[src/rtl/uart_tx_fifo.sv]
// rtl/uart_tx_fifo.sv - byte FIFO draining into the UART transmitter over tx_load/tx_data/tx_ready
//
// Purpose:
//   Circular byte buffer written by the I/O side one byte per wr_en cycle and
//   drained one byte at a time into the transmitter. A three-state drain FSM
//   (IDLE -> LOAD -> HOLD) issues a one-cycle tx_load pulse. It then waits out
//   the transmitter's one-cycle tx_ready drop latency, so that no byte is
//   loaded twice.
//
// Optional feature (macro UART_TX_FIFO_OVF_EN):
//   Adds a sticky overflow flag ovf, set by a write while full and cleared by
//   ovf_clr. When both happen on the same edge, the set wins. When the macro is
//   undefined, dropped writes are silent and the ovf/ovf_clr ports do not exist.
//
// Ports:
//   clk       in   system clock, rising edge
//   nrst      in   asynchronous active-low reset
//   wr_en     in   write strobe, one byte per cycle high
//   wr_data   in   byte to enqueue
//   full      out  FIFO holds 2**DEPTH_LOG2 entries
//   empty     out  FIFO holds 0 entries
//   count     out  occupancy 0..2**DEPTH_LOG2
//   tx_load   out  one-cycle pulse: tx_data valid, start a frame
//   tx_data   out  registered byte for the transmitter, held until next load
//   tx_ready  in   transmitter idle and able to accept a byte
//   ovf       out  sticky overflow flag (UART_TX_FIFO_OVF_EN only)
//   ovf_clr   in   clears ovf (UART_TX_FIFO_OVF_EN only)

module uart_tx_fifo #(
  parameter int DEPTH_LOG2 = 4
) (
  input  logic                  clk,
  input  logic                  nrst,
  input  logic                  wr_en,
  input  logic [7:0]            wr_data,
  output logic                  full,
  output logic                  empty,
  output logic [DEPTH_LOG2:0]   count,
  output logic                  tx_load,
  output logic [7:0]            tx_data,
  input  logic                  tx_ready
`ifdef UART_TX_FIFO_OVF_EN
  ,
  output logic                  ovf,
  input  logic                  ovf_clr
`endif
);

  localparam int DEPTH = 1 << DEPTH_LOG2;

  typedef enum logic [1:0] {
    ST_IDLE = 2'd0,
    ST_LOAD = 2'd1,
    ST_HOLD = 2'd2
  } state_e;

  state_e                  state_q, state_d;
  logic [7:0]              mem_q [DEPTH];
  logic [DEPTH_LOG2-1:0]   wr_ptr_q, wr_ptr_d;
  logic [DEPTH_LOG2-1:0]   rd_ptr_q, rd_ptr_d;
  logic [DEPTH_LOG2:0]     count_q, count_d;
  logic                    tx_load_q, tx_load_d;
  logic [7:0]              tx_data_q, tx_data_d;
  logic                    push;
  logic                    pop;

  // Flags decode the registered count, so a write while full is dropped even
  // when a pop frees a slot on the same edge.
  assign full    = (count_q == (DEPTH_LOG2+1)'(DEPTH));
  assign empty   = (count_q == '0);
  assign count   = count_q;
  assign tx_load = tx_load_q;
  assign tx_data = tx_data_q;

  assign push = wr_en & ~full;

  // Drain FSM: a pop is only taken from IDLE. LOAD and HOLD are the two dead
  // cycles that let the transmitter deassert tx_ready after seeing tx_load.
  always_comb begin
    state_d = state_q;
    pop     = 1'b0;
    case (state_q)
      ST_IDLE: begin
        if (!empty && tx_ready) begin
          pop     = 1'b1;
          state_d = ST_LOAD;
        end
      end
      ST_LOAD: state_d = ST_HOLD;
      ST_HOLD: state_d = ST_IDLE;
      default: state_d = ST_IDLE;
    endcase
  end

  always_comb begin
    wr_ptr_d  = wr_ptr_q;
    rd_ptr_d  = rd_ptr_q;
    count_d   = count_q;
    tx_load_d = pop;
    tx_data_d = tx_data_q;
    if (push) begin
      wr_ptr_d = wr_ptr_q + DEPTH_LOG2'(1);
    end
    if (pop) begin
      rd_ptr_d  = rd_ptr_q + DEPTH_LOG2'(1);
      tx_data_d = mem_q[rd_ptr_q];
    end
    if (push && !pop) begin
      count_d = count_q + (DEPTH_LOG2+1)'(1);
    end else if (pop && !push) begin
      count_d = count_q - (DEPTH_LOG2+1)'(1);
    end
  end

  always_ff @(posedge clk or negedge nrst) begin
    if (!nrst) begin
      state_q   <= ST_IDLE;
      wr_ptr_q  <= '0;
      rd_ptr_q  <= '0;
      count_q   <= '0;
      tx_load_q <= 1'b0;
      tx_data_q <= 8'h00;
    end else begin
      state_q   <= state_d;
      wr_ptr_q  <= wr_ptr_d;
      rd_ptr_q  <= rd_ptr_d;
      count_q   <= count_d;
      tx_load_q <= tx_load_d;
      tx_data_q <= tx_data_d;
    end
  end

  // Storage is not reset; only entries between rd_ptr and wr_ptr are ever read.
  always_ff @(posedge clk) begin
    if (push) begin
      mem_q[wr_ptr_q] <= wr_data;
    end
  end

`ifdef UART_TX_FIFO_OVF_EN
  logic ovf_q, ovf_d;

  always_comb begin
    ovf_d = ovf_q;
    if (wr_en && full) begin
      ovf_d = 1'b1;
    end else if (ovf_clr) begin
      ovf_d = 1'b0;
    end
  end

  always_ff @(posedge clk or negedge nrst) begin
    if (!nrst) begin
      ovf_q <= 1'b0;
    end else begin
      ovf_q <= ovf_d;
    end
  end

  assign ovf = ovf_q;
`endif

endmodule

[config.mk]
export PLATFORM = sky130hd
export DESIGN_NAME = uart_tx_fifo
export DESIGN_NICKNAME = d
export VERILOG_FILES = /design/src/rtl/uart_tx_fifo.sv
export SDC_FILE = /design/constraint.sdc
export NUM_CORES = 1
export LEC_CHECK = 0
export CAP_MARGIN = 20
export CELL_PAD_IN_SITES_DETAIL_PLACEMENT = 0
export CELL_PAD_IN_SITES_GLOBAL_PLACEMENT = 1
export CORE_MARGIN = 5
export CORE_UTILIZATION = 35
export DETAILED_ROUTE_END_ITERATION = 8
export PLACE_DENSITY_LB_ADDON = 0.1
export SYNTH_ARGS = -nofsm -noshare
export SYNTH_HDL_FRONTEND = slang
export SYNTH_SLANG_ARGS = --single-unit
[constraint.sdc]
create_clock -name clk -period 3.25 [get_ports clk]
set_input_delay 0.975 -clock clk [delete_from_list [all_inputs] [get_ports clk]]
set_output_delay 0.975 -clock clk [all_outputs]
set_load 0.02 [all_outputs]
**Yosys cells after proc, flatten, opt, wreduce, memory -nomap -nowiden**

Memories as Yosys holds them, arrays and structs flattened. A register that Yosys moved wholly into a read port is not among the register bits.
Cells that the tools add are included.

- Bitwise gates (word level): 2
- Equal/unequal tests: 3
- Reductions and logical operators: 10
- Add/subtract/negate cells: 4
- Mux-type cells: 8

Operators with widths:

| operator | number |
|---|---|
| 5-bit 2-to-1 mux | 2 |
| 4-bit by 1-bit adder with 4-bit output, second input constant | 2 |
| 5-bit by 1-bit adder with 5-bit output, second input constant | 1 |
| 5-bit == test, second input constant | 1 |
| 5-bit logical NOT | 1 |
| 5-bit by 1-bit subtractor with 5-bit output, second input constant | 1 |
| 1-bit logical NOT | 4 |
| 1-bit 2-to-1 mux | 4 |
| 2-bit one-hot mux with 2 select lines | 1 |
| 1-bit logical AND | 3 |
| 2-bit by 1-bit == test with 1-bit output, second input constant | 1 |
| 2-bit logical NOT | 1 |
| 2-bit 2-to-1 mux | 1 |
| 2-bit inequality test, second input constant | 1 |
| 2-bit nonzero test | 1 |
| 1-bit bitwise AND | 1 |
| 1-bit inverter | 1 |

- Word-level logic and storage cells: 33
- Bits in registers: 16
- Memory bits (writable): 128
- Memories: 1

Memory list:

| memory | words | width | rd ports | clocked after Yosys merged registers in | write ports | line | RTL |
|---|---|---|---|---|---|---|---|
| mem_q | 16 | 8 | 1 | 1 | 1 | 58 | `logic [7:0] mem_q [DEPTH];` |

**Logic depth before layout (Yosys ltp)**

Gate-level depths: netlist of the first run.

- Depth in word-level cells: 8
- Mapped depth: 11

**Worst setup path after synthesis of the first run**

OpenSTA, ideal clock, no wires.

- Path type: input port to flip-flop
- From: input port tx_ready
- To: register count_q[4] (netlist: count[4])
- Slack: 0.320 ns
- Buffers on the path: 1
- Library setup time: 0.080 ns
- Arrival time: 2.849 ns
- Cell stages on the path: 9
- Data required time: 3.170 ns
- Cell sequence: or4b_4 > buf_2 > ha_1 > inv_1 > ha_1 > a21o_1 > a21oi_1 > mux2i_1 > xnor2_1

- Cells in the longest elaborated chain, start to end: 6
- Elaborated cells on any way between the ends: 8

RTL lines:

| what | line | RTL |
|---|---|---|
| start, declared | 41 | `input logic tx_ready` |
| 1-bit logical AND (*) | 84 | `if (!empty && tx_ready) begin` |
| 1-bit 2-to-1 mux (*) | 84 |  |
| 1-bit 2-to-1 mux (*) | 82 | `case (state_q)` |
| 1-bit logical NOT | 108 | `if (push && !pop) begin` |
| 1-bit logical AND | 108 |  |
| 5-bit 2-to-1 mux or 2-bit nonzero test (tied branches) | -- |  |
| end signal, assigned | 127 | `count_q <= count_d;` |
| end, declared | 61 | `logic [DEPTH_LOG2:0] count_q, count_d;` |

Mark *: on every way between the ends. The rest lies on a longest branch, timed or not.
A chain may end at the register's enable or synchronous reset.

**Final worst setup path of the first run**

- From: register count_q[1] (netlist: count[1])
- To: output port empty

- Cells in the longest elaborated chain, start to end: 1

RTL lines:

| what | line | RTL |
|---|---|---|
| 5-bit logical NOT | 70 | `assign empty = (count_q == '0);` |
| end, declared | 37 | `output logic empty,` |

No other way between the ends.

==> results.md, run 1 <==
- Status: finished, final reports clean
- CP Max Fanout: 5
- Period utilization: 93.6%
- # rows: 48
- Clk sink count: between 150 and 200
- Setup slack after layout: 207 ps
- Syn avg cell area: 18.7 um2
- Drt drc: 0
- Clk pwr share: 29.0%
- F_max: ~330 MHz
- Vias/cell: 4.83
- Cells after Synth: 330
- Ranking of synthesized cells by area: edfxtp_1, dfrtp_1, mux4_1, mux4_2, ha_1
- Worst path required time: 2270 ps
- Share of the synthesized area in the top cell type: 62.3%
- CTS Buffer Depth: 2
- Final nets: about 420
- Detailed-route wire length per cell: approximately 20 um
- H-tree depth: 4
- Dpl cell area: 6880 um2
- Ys flop type: edfxtp_1
- Clock slew at reported path FFs: roughly 60 ps
- Sw power: 1.99 mW
- # diodes: 0
- Asr flop ratio synth: between 15 and 20%
- Max rail drop VDD: 0.425 mV
- Setup crit start kind: flip-flop
- Total routed wirelength: 12400 um
- Top-count cell post-synth: edfxtp_1
- Setup TNS: 0 ps
- Max_cap viols: 0
- Drt first-iter violations: 234
- Clk_lat worst skew: 420 ps
- Tot Pwr: approximately 6.6 mW
- Area growth syn-to-layout: 20.9%
- CTS Buf Count: 17
- Pwr Density: 887 nW/um2
- Final setup violation count: 0
- Critical path arrival: roughly 2100 ps
- I/O Buffers: 27
- Overflow after GRT: 0
- Switching Share: 30.0%
- Vias in the first global route: 3246
- GPL Wtd Cong: ~0.75
- Finished Cell Area: 7460 um2
- Initial Util: 35.7%
- Final hold vios: 0
- Routed Antenna Nets: 0
- Routed vias: about 3000
- Hold_buf cts: 0
- Pin count of the biggest net entering global routing: 27
- TritonRoute pass-1 iters: 5
- Register area: approximately 4400 um2
- # Post-CTS Setup Buffers: 0
- Worst-margin pin slew: 763 ps
- Die W: 143 um
- Finished Core Util: 43.1%
- Min Hold Slack: 435 ps
- Die height: 143 um
- Slew headroom: between 40% and 50%
- RSZ-0062 raised after global routing: no
- Core footprint: 17300 um2
- GRT Overall Usage: 13.3%
- DPL Wire Length: about 8000 um
- YS warnings: 0
- Share of cells above drive strength 1: 21.9%
- Synth cell types: 34
- Post-Place Cells: 599
- Synthesized cell area: 6170 um2
- Logic pwr share: 30.7%
- Die area: 20400 um2
- First-pass GRT wire length: 19500 um
- CTS tree: built
- Area of the multi-input gates: between 1500 and 2000 um2
- Ports: 28
- Pre-CTS setup slack: -1.66 ps
- Post-synth EDFFs: roughly 130
- Initial antenna violation count: 0
- Post-route insts no fill: 631
- Post-CTS sizing: 0
- Pleak: 2.67 nW
- Yosys reg bits: between 150 and 200
- Worst Skew: 10.7 ps
- Seq pwr share: 40.3%
- Crit end category: primary output
- Root Driver: clkbuf_16
- Mapped Nets: 353
- Synth area leader: edfxtp_1
- Final Slew Violations: 0
- Pint: 4.63 mW
- HP Class: flip-flop to flip-flop
- Fill count: 1525
- Setup CP Type: flip-flop to primary output
- Sequential fraction of the synthesis area: 72.0%
- Most frequent cells after synthesis: edfxtp_1, nand2_1, dfrtp_1
- Min Tclk post-route: 3040 ps
## worst max-delay path, stage by stage (launching register included)
cell and delay (ps):
dfrtp_1 430, nor4_1 370, nor2b_1 230, clkdlybuf4s50_1 630
## final cells by class
class,count,share of cell area (%)
flip-flops and latches,152,59.6
multi-input cells,152,21.2
repair buffers,62,7.31
clock buffers,24,6.46
well taps,225,3.77
clock inverters,8,1.27
inverters,8,0.403
## path summary, 6_finish.rpt
check | from | to | slack [ps] | cells after the start
worst max-delay path | count[1] | empty | 210 | 3
worst min-delay path | state_q[1] | state_q[1] | 430 | 1
worst max register to register | count[1] | count[4] | 710 | 11
worst min register to register | state_q[1] | state_q[1] | 430 | 1
max in group asynchronous | nrst | tx_data[3] | 1660 | 2
min in group asynchronous | nrst | count[0] | 990 | 1
## state kept, by name, summed over array words and instances (netlist names)
register,count
wr_ptr_q,4
state_q,2
tx_data,8
tx_load,1
mem_q,128
rd_ptr_q,4
count,5
## power groups by stage
stage               Sequential [mW]  Combinational, mW  Clock, mW
finish                         2.67               2.03       1.92
global route                   2.72               2.24       2.05
CTS                            2.68               2.09       1.97
detailed placement             2.72               2.08          0
global placement               2.71               2.09          0
floorplan                      2.67               1.42          0
## cells in the final DEF (no fill, tap or decap), types with 2 or more instances in the layout
master           count
buf_4               34
nor3_1               4
xnor2_1              9
ha_1                10
edfxtp_1           128
clkbuf_16           17
o21ai_0              4
inv_1                7
a21oi_1              2
clkinv_2             3
clkdlybuf4s50_1     27
mux2i_1              9
nor2_1              14
nand4_1              2
clkbuf_1             4
clkbuf_8             3
o21ai_1             15
dfrtp_1             23
mux4_2              15
mux2_2               8
bufinv_16            2
nor2b_1              3
nand2_1             30
mux4_1              17
nand2b_1             2
## kinds of logic after synthesis
group	count (synthesis)	synth area share [%]
flops	152	72.0
simple gates	59	4.22
mux	49	15.6
buf+inv	26	2.37
compound gates	23	1.97
fa+ha+maj	11	2.35
xor+xnor	10	1.42
## per-layer routing
metal  global-route usage (%)  wire length (um)  up-vias
met1                     17.9              5890     1571
met3                     3.78               407        6
li1                         -                 -     1422
met4                     4.35                82        0
met2                     21.0              6050       47
met5                        0                 0        -
(Power assumes the default switching activity.)
==> inputs of run 2 (changes only) <==
- clock period: 3.25 -> 2.55 ns (I/O delays scaled with it)
==> run 2 against run 1 <==
Worst hold slack got worse by 5.7 ps. Largest power group unchanged. Design area rose by 0.67%. Die area did not move. Critical path depth did not move. Clock power rose by 21%. Sequential cell count did not move. Non-clock buffer count fell by 2. Largest cell class unchanged.
==> results.md, run 2 (synthesis results as in run 1) <==
- Drt drc: 0 (unchanged)
- Clk sink count: 152 (unchanged)
- Grt met3 use: 3.48% (was 3.78%)
- Hold Crit Depth: 1 (unchanged)
- Status: finished, final reports clean (unchanged)
- CTS Buffer Depth: 2 (unchanged)
- Hold Crit Endpoint: state_q[1] (unchanged)
- Critical path arrival: 1690 ps (was 2070 ps)
- Final hold vios: 0 (unchanged)
- Finished Core Util: 43.4% (was 43.1%)
- CP bufs+invs: 1 (unchanged)
- Final nets: 414 (was 416)
- CP Max Fanout: 2 (was 5)
- Root Driver: clkbuf_16 (unchanged)
- Most frequent cells in the layout: edfxtp_1, nand2_1, buf_4 (was edfxtp_1, buf_4, nand2_1)
- CP Cell Sequence: nor4_4 -> nor2b_4 -> dlygate4sd2_1 (was nor4_1 -> nor2b_1 -> clkdlybuf4s50_1)
- Setup TNS: 0 ps (unchanged)
- Slowest-stage cell, CP: dfrtp_2 (was clkdlybuf4s50_1)
- Worst Skew: 11.6 ps (was 10.7 ps)
- GRT Overall Usage: 13.5% (was 13.3%)
- Setup slack after layout: 92.8 ps (was 207 ps)
- Slowest stage delay, CP: 430 ps (was 630 ps)
- TritonRoute pass-1 iters: 4 (was 5)
- F_max: 407 MHz
- Pleak: 2.64 nW (was 2.67 nW)
- RSZ-0062 raised after global routing: no (unchanged)
- Max_cap viols: 0 (unchanged)
- Die area: 20400 um2 (unchanged)
- Clk_lat worst skew: 430 ps (was 420 ps)
- Clock slew at reported path FFs: 60 ps (about the same)
- Share of cells above drive strength 1: 25.0% (was 21.9%)
- Flop-to-flop setup slack: 190 ps (was 710 ps)
- Fill count: 1535 (was 1525)
- Slew headroom: 54.1% (was 49.2%)
- Min Hold Slack: 429 ps (was 435 ps)
- Max rail drop VDD: 0.692 mV (was 0.425 mV)
- # diodes: 0 (unchanged)
- Routed Antenna Nets: 0 (unchanged)
- I/O Buffers: 27 (unchanged)
- Initial Util: 35.7% (unchanged)
- Busiest grt layer: met2 (unchanged)
- Crit-path leading delay family: simple AND/OR/NAND/NOR gates (was buffers and inverters)
- R2r endpoint: count[4] (unchanged)
- Post-route insts no fill: 629 (was 631)
- H-tree depth: 4 (unchanged)
- Drt first-iter violations: 139 (was 234)
- Crit path launch: count[1] (unchanged)
- DPL Wire Length: 8030 um (was 8160 um)
- R2R depth: 10 (was 11)
- Final Slew Violations: 0 (unchanged)
- Core footprint: 17300 um2 (unchanged)
- Pre-CTS setup slack: -378 ps (was -1.66 ps)
- Min Tclk post-route: approximately 2500 ps
- M2 GR Usage: 22.7% (was 21.0%)
- Most common cell after layout, fill and taps aside: edfxtp_1 (unchanged)
- Overflow after GRT: 0 (unchanged)
- First-pass GRT wire length: 19700 um (was 19500 um)
- Period utilization: between 90% and 100%
- Setup crit start kind: flip-flop (unchanged)
- Vias/cell: 4.82 (was 4.83)
- # rows: 48 (unchanged)
- # Post-CTS Setup Buffers: 0 (unchanged)
- Routed vias: 3030 (was 3046)
- Die height: 143 um (unchanged)
- Crit Reg-Reg Startpoint: count[2] (was count[1])
- GPL Wtd Cong: 0.706 (was 0.748)
- Setup CP Type: flip-flop to primary output (unchanged)
- Max reg flops: 128 (unchanged)
- Hold_sp: state_q[1] (unchanged)
- Total routed wirelength: 12700 um (was 12400 um)
- Pin count of the biggest net entering global routing: 28 (was 27)
- Largest Register: mem_q (unchanged)
- CTS tree: built (unchanged)
- CTS Buf Count: 17 (unchanged)
- Initial antenna violation count: 0 (unchanged)
- Final setup violation count: 0 (unchanged)
- Detailed-route wire length per cell: 20.2 um (was 19.7 um)
- Pwr Density: 1140 nW/um2 (was 887 nW/um2)
- Ports: 28 (unchanged)
- Post-Place Cells: 597 (was 599)
- Worst-margin pin slew: 689 ps (was 763 ps)
- HP Class: flip-flop to flip-flop (unchanged)
- Vias in the first global route: 3219 (was 3246)
- Met1 Usage GRT: 17.2% (was 17.9%)
- Die W: 143 um (unchanged)
- Worst path required time: 1790 ps (was 2270 ps)
- Crit end category: primary output (unchanged)
- Area growth syn-to-layout: 21.7% (was 20.9%)
run 2: report_power, final:
group          switching, mW  leakage [nW]  total (mW)  internal (mW)
Sequential             0.280          1.44        3.39           3.11
Clock                  0.992         0.249        2.33           1.34
Combinational           1.40         0.953        2.81           1.41
run 2: worst reg2reg max path: cells and delay by family (launching register included):
kind | cells | cell delay [ps]
AOI/OAI and AO/OA | 2 | 330
xor gates and xnor gates | 1 | 130
adders and majority gates | 2 | 390
buffers and inverters | 1 | 60
DFF | 1 | 460
muxes | 1 | 220
and+or+nand+nor | 3 | 690
run 2: worst max path at each step:
stage	slack [ps]	endpoint	cells after the start
floorplan	10	count[4]	9
global placement	-350	count[4]	9
detailed placement	-380	count[4]	9
CTS	60	empty	3
global route	20	empty	3
finish	90	empty	3
run 2: per-layer routing:
metal	vias to the layer above	part of all wire [%]
met2	50	50
met4	0	1.3
met5	-	0
li1	1408	-
met1	1558	45
met3	14	3.1
run 2: cell type report:
class	count	area (um2)	share of cell area, %
inverters	8	32.5	0.433
clock inverters	14	126	1.68
flip-flops and latches	152	4450	59.3
repair buffers	60	556	7.40
multi-input cells	152	1630	21.7
clock buffers	18	429	5.72
well taps	225	282	3.75
run 2: repair_timing:
item	4_1_cts	5_1_grt
cloned	0	0
hold buffers	0	0
setup endpoints to repair	2	1
pin swaps	0	3
gates resized for setup	4	3
run 2: through the flow:
stage / area [um2] / power [mW]
5_1_grt: 7510 / 9.06
2_1_floorplan: 6210 / 5.27
3_5_place_dp: 6920 / 6.30
4_1_cts: 7490 / 8.67
3_3_place_gp: 6920 / 6.26
6_report: 7510 / 8.53
==> inputs of run 3 (changes only) <==
- GPL_TIMING_DRIVEN: default -> 0
==> run 3 against run 2 <==
Non-clock buffer count shrank 8. Die area is the same. Sequential power shrank 3%. Total power grew 2.8%. Core utilization is essentially flat. Via count shrank 1.1%. Clock-buffer cell count grew 1. Critical endpoint is now full. Critical path type unchanged. Clock skew shrank 3.7 ps.
==> results.md, run 3 (synthesis results as in run 1) <==
- CTS Buffer Depth: 2 (unchanged)
- CTS tree: built (unchanged)
- GRT Overall Usage: 13.9% (was 13.5%)
- Final nets: 406 (was 414)
- Dpl cell area: 6810 um2 (was 6920 um2)
- Worst Skew: 7.93 ps (was 11.6 ps)
- Drt drc: 0 (unchanged)
- DPL Wire Length: 8320 um (was 8030 um)
- Setup CP Type: flip-flop to primary output (unchanged)
- Max rail drop VDD: 0.550 mV (was 0.692 mV)
- Area of the multi-input gates: 1700 um2 (was 1630 um2)
- Slowest stage delay, CP: 450 ps (was 430 ps)
- Ports: 28 (unchanged)
- Final setup violation count: 0 (unchanged)
- Crit Reg-Reg Startpoint: count[1] (was count[2])
- Die W: 143 um (unchanged)
- # diodes: 0 (unchanged)
- Final hold vios: 0 (unchanged)
- Crit path launch: count[1] (unchanged)
- Pin count of the biggest net entering global routing: 18 (was 28)
- Vias/cell: 4.83 (was 4.82)
- First-pass GRT wire length: 20000 um (was 19700 um)
- RSZ-0062 raised after global routing: yes (was no)
- Core footprint: 17300 um2 (unchanged)
- Most common cell after layout, fill and taps aside: edfxtp_1 (unchanged)
- Initial Util: 35.7% (unchanged)
- CP endpoint: full (was empty)
- Post-route insts no fill: 621 (was 629)
- Initial antenna violation count: 0 (unchanged)
- Detailed-route wire length per cell: 20.9 um (was 20.2 um)
- GPL Wtd Cong: 0.696 (was 0.706)
- Worst-margin pin slew: 917 ps (was 689 ps)
- Period utilization: 95.4% (was 96.4%)
- H-tree depth: 4 (unchanged)
- Die area: 20400 um2 (unchanged)
- Setup crit start kind: flip-flop (unchanged)
- Fill count: 1536 (was 1535)
- Routed Antenna Nets: 0 (unchanged)
- Share of cells above drive strength 1: 24.5% (was 25.0%)
- Pwr Density: 1170 nW/um2 (was 1140 nW/um2)
- Max_cap viols: 0 (unchanged)
- CTS Buf Count: 17 (unchanged)
- Pleak: 2.60 nW (was 2.64 nW)
- Register area: 4450 um2 (about the same)
- R2r endpoint: count[4] (unchanged)
- Routed vias: 2997 (was 3030)
- Overflow after GRT: 0 (unchanged)
- Finished Cell Area: 7510 um2 (about the same)
- # rows: 48 (unchanged)
- CP Cell Sequence: nor4_4 -> and2_1 -> dlygate4sd2_1 (was nor4_4 -> nor2b_4 -> dlygate4sd2_1)
- Total routed wirelength: 13000 um (was 12700 um)
- Root Driver: clkbuf_16 (unchanged)
- Status: finished, final reports clean (unchanged)
- CP Max Fanout: 5 (was 2)
- Clk sink count: 152 (unchanged)
- Crit end category: primary output (unchanged)
- I/O Buffers: 27 (unchanged)
- Worst path required time: 1790 ps (about the same)
- Most frequent cells in the layout: edfxtp_1, nand2_1, clkdlybuf4s50_1 (was edfxtp_1, nand2_1, buf_4)
- Area growth syn-to-layout: 21.8% (was 21.7%)
- Flop-to-flop setup slack: 140 ps (was 190 ps)
- Final Slew Violations: 0 (unchanged)
- Vias in the first global route: 3229 (was 3219)
- Setup TNS: 0 ps (unchanged)
- F_max: 411 MHz (was 407 MHz)
- TritonRoute pass-1 iters: 4 (unchanged)
- Largest Register: mem_q (unchanged)
- Max reg flops: 128 (unchanged)
- Drt first-iter violations: 283 (was 139)
- Post-Place Cells: 583 (was 597)
- Clock slew at reported path FFs: 60 ps (about the same)
- R2R depth: 10 (unchanged)
- Die height: 143 um (unchanged)
- Clk_lat worst skew: 420 ps (was 430 ps)
- Min Tclk post-route: 2430 ps (was 2460 ps)
- Slew headroom: 38.6% (was 54.1%)
- Hold_buf cts: 0 (unchanged)
- HP Class: flip-flop to flip-flop (unchanged)
- Critical path arrival: 1670 ps (was 1690 ps)
- Slowest-stage cell, CP: dfrtp_2 (unchanged)
[run 3: critical path: cells and delay by family (launching register included)]
family        cells  cell delay (ps)
buf+inv           1              330
simple gates      2              480
flops             1              450
[run 3: metrics by stage]
stage	setup slack (ps)	power, mW	util [%]	hold slack [ps]
after CTS	5.41	8.84	43.2	439
after global placement	-889	6.18	39.1	416
after detailed placement	-609	6.23	39.4	431
after floorplan	11.0	5.27	-	404
after global routing	-27.1	9.28	43.4	492
final	117	8.77	43.4	434
[run 3: worst min-delay path by stage]
| stage | depth (start not counted) | startpoint | slack [ps] | end |
|---|---|---|---|---|
| 6_report | 1 | state_q[1] | 430 | state_q[1] |
| 3_3_place_gp | 1 | state_q[1] | 420 | state_q[1] |
| 4_1_cts | 1 | state_q[1] | 440 | state_q[1] |
| 5_1_grt | 1 | state_q[1] | 490 | state_q[1] |
| 3_5_place_dp | 1 | state_q[1] | 430 | state_q[1] |
| 2_1_floorplan | 1 | state_q[1] | 400 | state_q[1] |
[run 3: repair_timing]
| item | CTS | global route |
|---|---|---|
| gates resized for setup | 13 | 9 |
| pin swaps | 4 | 6 |
| setup buffers | 3 | 4 |
| endpoints found under the setup margin | 28 | 92 |
[run 3: power breakdown]
group | switching, mW | internal [mW]
clock | 0.982 | 1.53
sequential | 0.173 | 3.11
combinational | 1.58 | 1.40
total | 2.74 | 6.04
[run 3: final cells by class]
cell class / count / share of cell area [%]
Sequential cell: 152 / 59.2
Multi-Input combinational cell: 152 / 22.6
Clock buffer: 19 / 5.76
Timing Repair Buffer: 35 / 4.68
Tap cell: 225 / 3.75
Clock inverter: 13 / 2.05
Buffer: 17 / 1.52
Inverter: 8 / 0.433
[run 3: per-layer routing]
layer	wire length, um	vias to the layer above	GRT usage (%)
li1	-	1393	-
met1	6000	1543	18.3
met2	6380	46	22.5
met3	423	15	3.78
met4	152	0	4.20
met5	0	-	0
